<file path="src/rtl/write_back.sv">
// Final pipeline stage: commits ALU / multiplier results to the register bank
// and CPSR, splitting 64-bit multiply results into two register writes.
module write_back #(
    parameter int ADDR_W = 4,
    parameter int DATA_W = 32
) (
    input  logic                clk,
    input  logic                rst,
    input  logic                wb_i,
    input  logic [ADDR_W-1:0]   dest_i,
    input  logic [ADDR_W-1:0]   dest_hi_i,
    input  logic                write_dest_do_i,
    input  logic                write_dest_m_i,
    input  logic                long_i,
    input  logic                write_cpsr_i,
    input  logic [DATA_W-1:0]   result_i,
    input  logic [2*DATA_W-1:0] m_result_i,
    input  logic [3:0]          flags_i,
    input  logic [31:0]         cpsr_i,
    output logic                reg_we_o,
    output logic [ADDR_W-1:0]   reg_addr_o,
    output logic [DATA_W-1:0]   reg_data_o,
    output logic                cpsr_we_o,
    output logic [31:0]         cpsr_o,
    output logic                pc_write_o,
    output logic                stall_o
);

    typedef enum logic {
        IDLE,
        HI
    } state_t;

    localparam logic [ADDR_W-1:0] PC_ADDR = ADDR_W'(15);

    state_t              state;
    state_t              state_nx;
    logic                accept;
    logic                go_hi;
    logic [ADDR_W-1:0]   hi_addr;
    logic [DATA_W-1:0]   hi_data;

    logic                we_nx;
    logic [ADDR_W-1:0]   addr_nx;
    logic [DATA_W-1:0]   data_nx;
    logic                cpsr_we_nx;
    logic [31:0]         cpsr_nx;
    logic                pc_nx;
    logic                stall_nx;

    assign accept = wb_i && !stall_o;
    // The data-op write wins, so a long multiply only splits when it owns the port.
    assign go_hi  = accept && !write_dest_do_i && write_dest_m_i && long_i;

    always_ff @(posedge clk or negedge rst) begin
        if (!rst) begin
            state <= IDLE;
        end else begin
            state <= state_nx;
        end
    end

    always_comb begin
        state_nx = state;
        unique case (state)
            IDLE: if (go_hi) state_nx = HI;
            HI:   state_nx = IDLE;
        endcase
    end

    always_comb begin
        we_nx      = 1'b0;
        addr_nx    = reg_addr_o;
        data_nx    = reg_data_o;
        cpsr_we_nx = 1'b0;
        cpsr_nx    = cpsr_o;
        unique case (state)
            IDLE: begin
                if (accept) begin
                    if (write_dest_do_i) begin
                        we_nx   = 1'b1;
                        addr_nx = dest_i;
                        data_nx = result_i;
                    end else if (write_dest_m_i) begin
                        we_nx   = 1'b1;
                        addr_nx = dest_i;
                        data_nx = m_result_i[DATA_W-1:0];
                    end
                    if (write_cpsr_i) begin
                        cpsr_we_nx = 1'b1;
                        cpsr_nx    = {flags_i, cpsr_i[27:0]};
                    end
                end
            end
            HI: begin
                we_nx   = 1'b1;
                addr_nx = hi_addr;
                data_nx = hi_data;
            end
        endcase
        pc_nx    = we_nx && (addr_nx == PC_ADDR);
        stall_nx = (state_nx == HI);
    end

    always_ff @(posedge clk or negedge rst) begin
        if (!rst) begin
            hi_addr <= '0;
            hi_data <= '0;
        end else if (go_hi) begin
            hi_addr <= dest_hi_i;
            hi_data <= m_result_i[2*DATA_W-1:DATA_W];
        end
    end

    always_ff @(posedge clk or negedge rst) begin
        if (!rst) begin
            reg_we_o   <= 1'b0;
            reg_addr_o <= '0;
            reg_data_o <= '0;
            cpsr_we_o  <= 1'b0;
            cpsr_o     <= '0;
            pc_write_o <= 1'b0;
            stall_o    <= 1'b0;
        end else begin
            reg_we_o   <= we_nx;
            reg_addr_o <= addr_nx;
            reg_data_o <= data_nx;
            cpsr_we_o  <= cpsr_we_nx;
            cpsr_o     <= cpsr_nx;
            pc_write_o <= pc_nx;
            stall_o    <= stall_nx;
        end
    end

endmodule

</file>
<file path="config.mk">
export PLATFORM = sky130hd
export DESIGN_NAME = write_back
export DESIGN_NICKNAME = d
export VERILOG_FILES = /design/src/rtl/write_back.sv
export SDC_FILE = /design/constraint.sdc
export NUM_CORES = 1
export LEC_CHECK = 0
export ABC_AREA = 1
export CAP_MARGIN = 0
export CORE_MARGIN = 5
export CORE_UTILIZATION = 30
export CTS_CLUSTER_SIZE = 30
export DETAILED_ROUTE_END_ITERATION = 6
export PLACE_DENSITY = 0.67
export SLEW_MARGIN = 20
export SYNTH_ARGS = -nofsm -noshare
export SYNTH_HDL_FRONTEND = slang
export SYNTH_SLANG_ARGS = --single-unit
</file>
<file path="constraint.sdc">
create_clock -name clk -period 3.4 [get_ports clk]
set_input_delay 0.34 -clock clk [delete_from_list [all_inputs] [get_ports clk]]
set_output_delay 0.34 -clock clk [all_outputs]
set_load 0.05 [all_outputs]
</file>
### Word-level counts from Yosys, hierarchy flattened

Cells that the tools add are included.

* register bits after elaboration: 108
* input bits: 147
* logic and storage cells: 39

* equality and inequality tests: 3
* multiplexer cells: 17
* bitwise gates (word level): 1
* reduce and logical (&&, ||, !) cells: 9

Operators with widths (number)
* two-way mux 32 bit: 3
* case mux 32 bit (2 select lines): 1
* two-way mux 4 bit: 3
* case mux 4 bit (2 select lines): 1
* two-way mux 1 bit: 7
* logical AND 1 bit: 5
* equality test 4 bit (second input constant): 1
* case mux 1 bit (2 select lines): 2
* != test 3 bit (second input constant): 1
* AND reduction 3 bit: 1
* logical NOT 1 bit: 2
* != test 2 bit (second input constant): 1
* AND reduction 2 bit: 1
* inverter 1 bit: 1

### Depth between registers and ports, before layout

Gate-level depths: netlist of the first run.

* depth in word-level cells: 7
* gate-level depth with buffers: 8

### Least setup slack after synthesis of the first run

No wires, ideal clock.

* path kind: flip-flop to flip-flop
* start: register stall_o
* end: register reg_addr_o[2]
* setup time: 0.118 ns
* data arrival time: 1.425 ns
* path slack: 1.857 ns
* cell stages (with the launch flop): 8
* clock period less this slack: 1.543 ns
* cells stage by stage: dfrtp_1 -> inv_2 -> buf_6 -> nand2_1 -> nor2_4 -> nand2_1 -> o21ai_0 -> a21o_1

* word-level cells in the longest chain between the ends: 4

RTL lines
* start, declared: line 26 `output logic stall_o`
* start signal, assigned: line 131 `stall_o <= stall_nx;`
* logical NOT 1 bit: line 51 `assign accept = wb_i && !stall_o;`
* logical AND 1 bit: line 51
* two-way mux 4 bit: line 79 `if (accept) begin`
* case mux 4 bit (2 select lines) *: line 77 `unique case (state)`
* named net addr_nx[2]: line 44 `logic [ADDR_W-1:0] addr_nx;`
* end signal, assigned: line 126 `reg_addr_o <= addr_nx;`
* end, declared: line 21 `output logic [ADDR_W-1:0] reg_addr_o,`

Mark *: on every way through the listed nets, which the timed path passes. The rest lies on a longest branch.
A chain may end at the register's enable or synchronous reset.

### Final worst setup path of the first run

* start: register stall_o
* end: output port stall_o

No word-level cell between the ends.

==> results.toml, run 1 <==
[run_status]
status = "complete, no violations"

[timing]
fin_crit_ns = 2.129
fin_tns_setup_ns = 0
period_share_pct = 62.62
setup_viol = 0
skew_ns = 0.004087
rsz0062_at_grt = "false"
slew_headroom_pct = 51.59
fin_ws_ns = 1.271
hold_viol = 0
tightest_slew_ns = 0.7251
max_clock_freq_ghz = 0.4697
worst_hold_slack_ns = 0.02737
report.final.slew_viol_count = 0

[clock_network]
cts_tree = "yes"
holdBufCountCts = 0
ctsResizeCount = 0
clkTransAtPathRegs_ns = 0.07
cts_sinks = 108
clkLatencyLatePin_ns = 0.34
htreeDepth = 3
cts_setup_buffers = 0
cts_buffers = 9
cts_root_buf = "clkbuf_16"
clockBufferDepth = 2

[yosys]
yosysTopAreaCellShare_pct = 57.94
yosysUniqueCellTypes = 23
syn_inst = 560
synth_area_um2 = 4664
yosysSeqAreaShare_pct = 57.94
avgSynthCellArea_um2 = 8.329
synth_edf_count = 0
yosysMostFrequentCell = "nand2_1"
synthArstFlopShare_pct = 100.0
synthesis.nets = 707
synth_area_leader_cell = "dfrtp_1"
synth-seq-cells = 108
yosys-top-cells-area = "dfrtp_1, nand2_1, o21ai_0"
yosysWarnings = 0
synthTopCellsByCount = "nand2_1, dfrtp_1, o21ai_0"
synth-main-ff-cell = "dfrtp_1"

[placement]
pre_cts_slack_ns = 0.9338
io_buffers = 214
gp_congestion = 0.8108
dp_hpwl_um = 10650

[routing]
dr_wl_met3_um = 801
highest_layer = "met4"
drt-vias-per-instance = 4.471
drc = 0
drt-met1-wl_um = 6429
wire_per_inst_um = 15.67
route.met2.wl_um = 7458
dr_total_vias = 4265
ant_nets = 0
drtIter0Drc = 194
wirelength_um = 14950
firstDrtPassIters = 4

[final_layout]
syn2layout_area_growth_pct = 54.86
final_util_pct = 47.51
antenna_cells = 0
drive_gt1_share_pct = 4.569
fin_nets = 908

[critical_path]
crit_required_ns = 3.06
critPathKind = "reg2out"
cpMaxStageDelayCell = "clkdlybuf4s50_1"
worst_setup_path_end_kind = "primary output"
path_delay_family = "buffers and inverters"
start_kind = "flop"
worst-path-buf-inv = 1
worst-path-max-fanout = 8
cpPeakStageDelay_ns = 0.88
path_cells = "clkdlybuf4s50_1"
cp.arrival_ns = 1.79

[power_and_ir_drop]
p_per_area_nw_per_um2 = 525.1
finalPower_mw = 3.793
ir_worst_vdd_uv = 236.2
p_leak_nw = 3.440

[global_route]
grt_pass1_wl_um = 23300
grt-ovfl-total = 0
grt_pass1_vias = 4213
grt_max_degree = 60
track_usage_pct = 16.38
antenna_found_initial = 0

[floorplan]
die_area_um2 = 18140
rows = 45
start_util_pct = 30.68
chipHeight_um = 134.7
core_region_area_um2 = 15200
ios = 219
die_x_um = 134.7

[min_path]
hp-class = "in2async"

[flow_run]
drv_cap = 0
-- placed cells by master (no fill, tap or decap), types with 3 or more instances in the layout --
master,count
o21ai_0,30
buf_4,8
clkdlybuf4s50_1,213
clkinv_2,3
a21oi_1,24
nand3_1,8
nor2_1,8
nand2_1,301
o21ai_1,20
a211oi_1,6
dfrtp_1,108
o22ai_1,6
clkbuf_16,9
inv_2,4
-- flip-flops by register name, indices dropped and copies added (netlist names) --
| register | count |
|---|---|
| cpsr_o | 32 |
| cpsr_we_o | 1 |
| hi_addr | 4 |
| hi_data | 32 |
| pc_write_o | 1 |
| reg_addr_o | 4 |
| reg_data_o | 32 |
| reg_we_o | 1 |
| stall_o | 1 |
-- worst register-to-register path: cells and delay by family (launching register included) --
kind | cells | cell delay [ns]
AOI/OAI and AO/OA | 1 | 0.09
DFF | 1 | 0.52
and+or+nand+nor | 2 | 0.45
buffers and inverters | 2 | 0.87
-- metal layers --
layer	track usage, %	vias up
met1	21.05	1959
met3	3.316	14
met4	5.713	0
met5	0	-
li1	-	2177
met2	27.52	115
-- worst paths after layout --
check | from | slack [ns] | cells past startpoint | end
worst max-delay path | stall_o$_DFF_PN0_ | 1.27 | 1 | stall_o
worst max register to register | stall_o$_DFF_PN0_ | 1.39 | 5 | reg_data_o[0]$_DFFE_PN0P_
worst min-delay path | rst | 0.03 | 1 | hi_data[30]$_DFFE_PN0P_
worst min register to register | hi_data[11]$_DFFE_PN0P_ | 0.47 | 2 | hi_data[11]$_DFFE_PN0P_
max in group asynchronous | rst | 2.62 | 2 | cpsr_o[2]$_DFFE_PN0P_
min in group clk | hi_data[11]$_DFFE_PN0P_ | 0.47 | 2 | hi_data[11]$_DFFE_PN0P_
-- cell families (layout without fill, tap and decap cells) --
group                  after synthesis  count (layout)  synth area share [%]
AOI/OAI and AO/OA                   90              90                 10.54
buffers and inverters               39             245                 4.346
DFF                                108             108                 57.94
and+or+nand+nor                    323             323                 27.17
-- layout make-up --
type	count	area [um2]
clock buffers	11	232.7
clock inverters	5	52.55
fillers	1512	7979
inverters	7	28.78
multi-input cells	413	1759
flip-flops and latches	108	2703
well taps	188	235.2
repair buffers	222	2212
-- stage by stage --
step,std cells,cell area (um2)
floorplan,560,4664
global placement,938,6938
detailed placement,938,6938
CTS,954,7223
global route,954,7223
finish,954,7223
-- where the power goes --
| part | switching, mW | total, mW | leakage [nW] | internal, mW |
|---|---|---|---|---|
| Combinational | 0.726 | 1.18 | 1.96 | 0.456 |
| Clock | 0.458 | 1.03 | 0.139 | 0.569 |
| Sequential | 0.102 | 1.58 | 1.34 | 1.48 |
| Total | 1.29 | 3.79 | 3.44 | 2.51 |
(Power assumes the default switching activity.)
==> run 2: changes to the inputs <==
==> constraint.sdc (replaced) <==
create_clock -name clk -period 2.16 [get_ports clk]
set_input_delay 0.216 -clock clk [delete_from_list [all_inputs] [get_ports clk]]
set_output_delay 0.216 -clock clk [all_outputs]
set_load 0.05 [all_outputs]
==> results.toml, run 2 (synthesized netlist as in run 1, its figures left out) <==
[final_layout]
syn2layout_area_growth_pct = 58.13
drive_gt1_share_pct = 5.928
final_cell_mix = "nand2_1, clkdlybuf4s50_1, dfrtp_1"
final_util_pct = 48.52
antenna_cells = 0
layout_commonest_cell = "nand2_1"
fin_nets = 918
reg_top3 = "cpsr_o: 32 flops, hi_data: 32 flops, reg_data_o: 32 flops"

[global_route]
grt_pass1_vias = 4323
antenna_found_initial = 0
grt_busiest_layer = "met2"
track_usage_pct = 16.74
grt-ovfl-total = 0
use_met2_pct = 27.07
met3_usage_pct = 3.614
grt_pass1_wl_um = 23780
grt_max_degree = 61
grtUsageMet1_pct = 21.62

[power_and_ir_drop]
finalPower_mw = 6.205
power_switching_mw = 2.057
p_leak_nw = 3.522
ir_worst_vdd_uv = 359.0
p_clk_share_pct = 29.6
p_int_mw = 4.149
p_comb_share_pct = 30.4
seqPwrFrac_pct = 40.1
p_per_area_nw_per_um2 = 841.3
swShare_pct = 33.14

[critical_path]
cpPeakStageDelay_ns = 0.86
worst-path-max-fanout = 4
path_cells = "clkdlybuf4s50_1"
cpMaxStageDelayCell = "clkdlybuf4s50_1"
worst-path-buf-inv = 1
rr_worst_depth = 5
r2r-end = "reg_data_o[18]$_DFFE_PN0P_"
crit_required_ns = 1.94
cp.arrival_ns = 1.70
critPathKind = "reg2out"
worst_setup_path_end_kind = "primary output"
worst-path-stages = 1
rr_startpoint = "stall_o$_DFF_PN0_"
regToRegSetupSlack_ns = 0.69
path_delay_family = "buffers and inverters"
start_kind = "flop"

[routing]
wire_per_inst_um = 15.70
drt-vias-per-instance = 4.535
drc = 0
wirelength_um = 15140
drtIter0Drc = 175
dr_total_vias = 4372
firstDrtPassIters = 5
ant_nets = 0

[floorplan]
die_area_um2 = 18140
chipHeight_um = 134.7
die_x_um = 134.7
ios = 219
start_util_pct = 30.68
core_region_area_um2 = 15200
rows = 45

[timing]
worst_hold_slack_ns = 0.3100
slew_headroom_pct = 63.18
rsz0062_at_grt = "false"
report.final.slew_viol_count = 0
fin_tns_setup_ns = 0
max_clock_freq_ghz = 0.5231
fin_crit_ns = 1.912
setup_viol = 0
hold_viol = 0
period_share_pct = 88.51
skew_ns = 0.008494
tightest_slew_ns = 0.5506

[clock_network]
clkTransAtPathRegs_ns = 0.07
htreeDepth = 3
ctsResizeCount = 0
cts_buffers = 9
holdBufCountCts = 1
clockBufferDepth = 2
clkLatencyLatePin_ns = 0.35
cts_sinks = 108
cts_tree = "yes"
cts_setup_buffers = 0
cts_root_buf = "clkbuf_16"

[min_path]
hp-class = "in2async"

[placement]
io_buffers = 214
dp_hpwl_um = 10970
gp_congestion = 0.8038

[run_status]
status = "complete, no violations"

[flow_run]
drv_cap = 0
## run 2: cell types whose count changed in the layout (fill, tap and decap cells not counted)
cell	delta
bufinv_16	+1
inv_6	+1
buf_12	+2
clkinv_4	+1
clkbuf_1	-2
buf_4	+7
dlygate4sd3_1	+1
clkbuf_8	+2
clkinvlp_4	-1
clkinv_2	-2
## run 2: per-layer routing
metal  routed length (um)  up-vias  part of all wire, %
li1                     -     2198                    -
met1                 6490     2032                   43
met2                 7383      119                   49
met3                  843       23                  5.6
met4                  420        0                  2.8
met5                    0        -                    0
## run 2: how the worst max path moves through the flow
| stage | end | slack, ns | start |
|---|---|---|---|
| after floorplan | reg_addr_o[2]$_DFF_PN0_ | 0.62 | stall_o$_DFF_PN0_ |
| after global placement | reg_data_o[3]$_DFFE_PN0P_ | 0.35 | write_dest_do_i |
| after detailed placement | reg_data_o[3]$_DFFE_PN0P_ | 0.34 | write_dest_do_i |
| after CTS | stall_o | 0.21 | stall_o$_DFF_PN0_ |
| after global routing | stall_o | 0.20 | stall_o$_DFF_PN0_ |
| final | stall_o | 0.25 | stall_o$_DFF_PN0_ |
## run 2: metrics by stage
| stage | instances | instance area, um2 | setup WS (ns) |
|---|---|---|---|
| 4_1_cts | 964 | 7376 | 0.2053 |
| 2_1_floorplan | 560 | 4664 | 0.6172 |
| 5_1_grt | 964 | 7376 | 0.1975 |
| 3_3_place_gp | 947 | 7030 | 0.3496 |
| 6_report | 964 | 7376 | 0.2483 |
| 3_5_place_dp | 947 | 7030 | 0.3404 |
## run 2: layout make-up
type	count	area [um2]
multi-input combinational	413	1759
clock buffer	11	252.7
clock inverter	5	82.58
sequential	108	2703
tap	188	235.2
inverter	7	28.78
fill	1480	7826
timing repair buffer	232	2315
## run 2: power groups by stage
| stage | Clock [mW] | Combinational [mW] | Sequential, mW |
|---|---|---|---|
| 2_1_floorplan | 0 | 0.408 | 3.17 |
| 3_3_place_gp | 0 | 1.89 | 2.52 |
| 3_5_place_dp | 0 | 1.90 | 2.52 |
| 4_1_cts | 1.89 | 1.91 | 2.49 |
| 5_1_grt | 1.97 | 2.02 | 2.53 |
| 6_report | 1.83 | 1.88 | 2.49 |
==> run 3: changes to the inputs <==
--- a/config.mk
+++ b/config.mk
@@ -8,10 +8,11 @@
 export ABC_AREA = 1
 export CAP_MARGIN = 0
 export CORE_MARGIN = 5
-export CORE_UTILIZATION = 30
+export CORE_UTILIZATION = 33
 export CTS_CLUSTER_SIZE = 30
 export DETAILED_ROUTE_END_ITERATION = 6
-export PLACE_DENSITY = 0.67
+export DONT_BUFFER_PORTS = 1
+export PLACE_DENSITY = 0.52
 export SLEW_MARGIN = 20
 export SYNTH_ARGS = -nofsm -noshare
 export SYNTH_HDL_FRONTEND = slang
==> constraint.sdc (replaced) <==
create_clock -name clk -period 1.8 [get_ports clk]
set_input_delay 0.18 -clock clk [delete_from_list [all_inputs] [get_ports clk]]
set_output_delay 0.18 -clock clk [all_outputs]
set_load 0.05 [all_outputs]
==> results.toml, run 3 (synthesized netlist as in run 1, its figures left out) <==
[run_status]
status = "finished, violations left"
violations = "hold timing"

[routing]
ant_nets = 0
drc = 0
firstDrtPassIters = 4
dr_total_vias = 3968
drt-vias-per-instance = 4.887
drtIter0Drc = 193
wire_per_inst_um = 17.31
wirelength_um = 14060

[timing]
slew_headroom_pct = 64.34
rsz0062_at_grt = "false"
fin_crit_ns = 1.631
tightest_slew_ns = 0.5350
report.final.slew_viol_count = 0
fin_tns_setup_ns = 0
period_share_pct = 90.61
max_clock_freq_ghz = 0.6131
hold_viol = 108
skew_ns = 0.008441
setup_viol = 0
worst_hold_slack_ns = -0.4737
fin_ws_ns = 0.1690

[final_layout]
multi_input_area_um2 = 1759
fin_cells = 812
antenna_cells = 0
final-seq-area_um2 = 2703
syn2layout_area_growth_pct = 26.74
fin_nets = 775
nFillCells = 1380
drive_gt1_share_pct = 6.171
reg_top3 = "cpsr_o: 32 flops, hi_data: 32 flops, reg_data_o: 32 flops"
layout_commonest_cell = "nand2_1"
final_cell_mix = "nand2_1, dfrtp_1, dlygate4sd3_1"

[power_and_ir_drop]
finalPower_mw = 6.640
p_per_area_nw_per_um2 = 1123
ir_worst_vdd_uv = 469.1
p_leak_nw = 2.977

[critical_path]
start_kind = "flop"
path_cells = "inv_2 > nand2_4 > inv_4 > nand2_1 > o21ai_1"
cp.arrival_ns = 1.90
crit_required_ns = 2.07
cpMaxStageDelayCell = "dfrtp_1"
worst_setup_path_end_kind = "flop"
worst-path-max-fanout = 32
critPathKind = "reg2reg"
cpPeakStageDelay_ns = 0.46

[placement]
gp_congestion = 0.8061
dp_hpwl_um = 9526
pre_cts_slack_ns = 0.1629
io_buffers = 0
dp_cells = 720

[global_route]
grt-ovfl-total = 0
antenna_found_initial = 0
use_met2_pct = 28.96
grt_max_degree = 109
met3_usage_pct = 3.944
grt_pass1_wl_um = 21650
grt_busiest_layer = "met2"
grt_pass1_vias = 4055
track_usage_pct = 16.74
grtUsageMet1_pct = 19.81

[min_path]
hp-class = "in2async"

[clock_network]
holdBufCountCts = 77
clockBufferDepth = 2
cts_root_buf = "clkbuf_16"
cts_buffers = 9
cts_setup_buffers = 0
htreeDepth = 3
ctsResizeCount = 0
cts_tree = "yes"
cts_sinks = 108
clkTransAtPathRegs_ns = 0.07
clkLatencyLatePin_ns = 0.35

[floorplan]
core_region_area_um2 = 13880
rows = 43
start_util_pct = 33.60
die_area_um2 = 16610
ios = 219
die_x_um = 128.9
chipHeight_um = 128.9

[flow_run]
drv_cap = 0
## run 3: changes by cell type in the layout (fill, tap and decap cells not counted)
cell             delta
bufinv_16           -1
buf_12              -1
dlygate4sd3_1      +76
clkinv_4            -1
buf_4               -5
clkdlybuf4s50_1   -213
clkbuf_8            +1
## run 3: cell type report
type / count / share of cell area (%)
Sequential cell: 108 / 45.71
Clock inverter: 3 / 0.7407
Timing Repair Buffer: 89 / 14.98
Inverter: 7 / 0.4868
Tap cell: 180 / 3.810
Multi-Input combinational cell: 413 / 29.76
Clock buffer: 12 / 4.508
## run 3: per-layer routing
metal	wire length (um)	part of all wire, %
met5	0	0
met4	320	2.3
met3	981	7.0
met2	7274	52
met1	5481	39
## run 3: worst max-delay path: cells and delay by family, from the launching register on
family	cells	cell delay, ns
buffers and inverters	2	0.61
DFF	1	0.46
and+or+nand+nor	2	0.37
AOI/OAI and AO/OA	1	0.09
## run 3: final timing paths
path	start	endpoint	slack, ns	depth (start not counted)
worst max-delay path	stall_o$_DFF_PN0_	reg_data_o[10]$_DFFE_PN0P_	0.17	5
worst min-delay path	rst	hi_data[2]$_DFFE_PN0P_	-0.47	0
max in group asynchronous	rst	reg_data_o[13]$_DFFE_PN0P_	2.11	0
worst min register to register	hi_data[14]$_DFFE_PN0P_	hi_data[14]$_DFFE_PN0P_	0.47	2
min in group clk	m_result_i[22]	reg_data_o[22]$_DFFE_PN0P_	0.03	2
worst max register to register	stall_o$_DFF_PN0_	reg_data_o[10]$_DFFE_PN0P_	0.17	5
## run 3: report_power, final
group          internal, mW  switching [mW]  leakage (nW)
clock                  1.19           0.878         0.155
sequential             2.78            1.05          1.34
combinational         0.350           0.392          1.48
total                  4.32            2.32          2.98
## run 3: through the flow
stage               hold WS, ns  instance area, um2  utilization (%)
CTS                     -0.4978                5912            42.59
global route            -0.4998                5912            42.59
finish                  -0.4737                5912            42.59
detailed placement      -0.1127                4831            34.80
global placement        -0.1125                4831            34.80
floorplan               -0.1156                4664                -
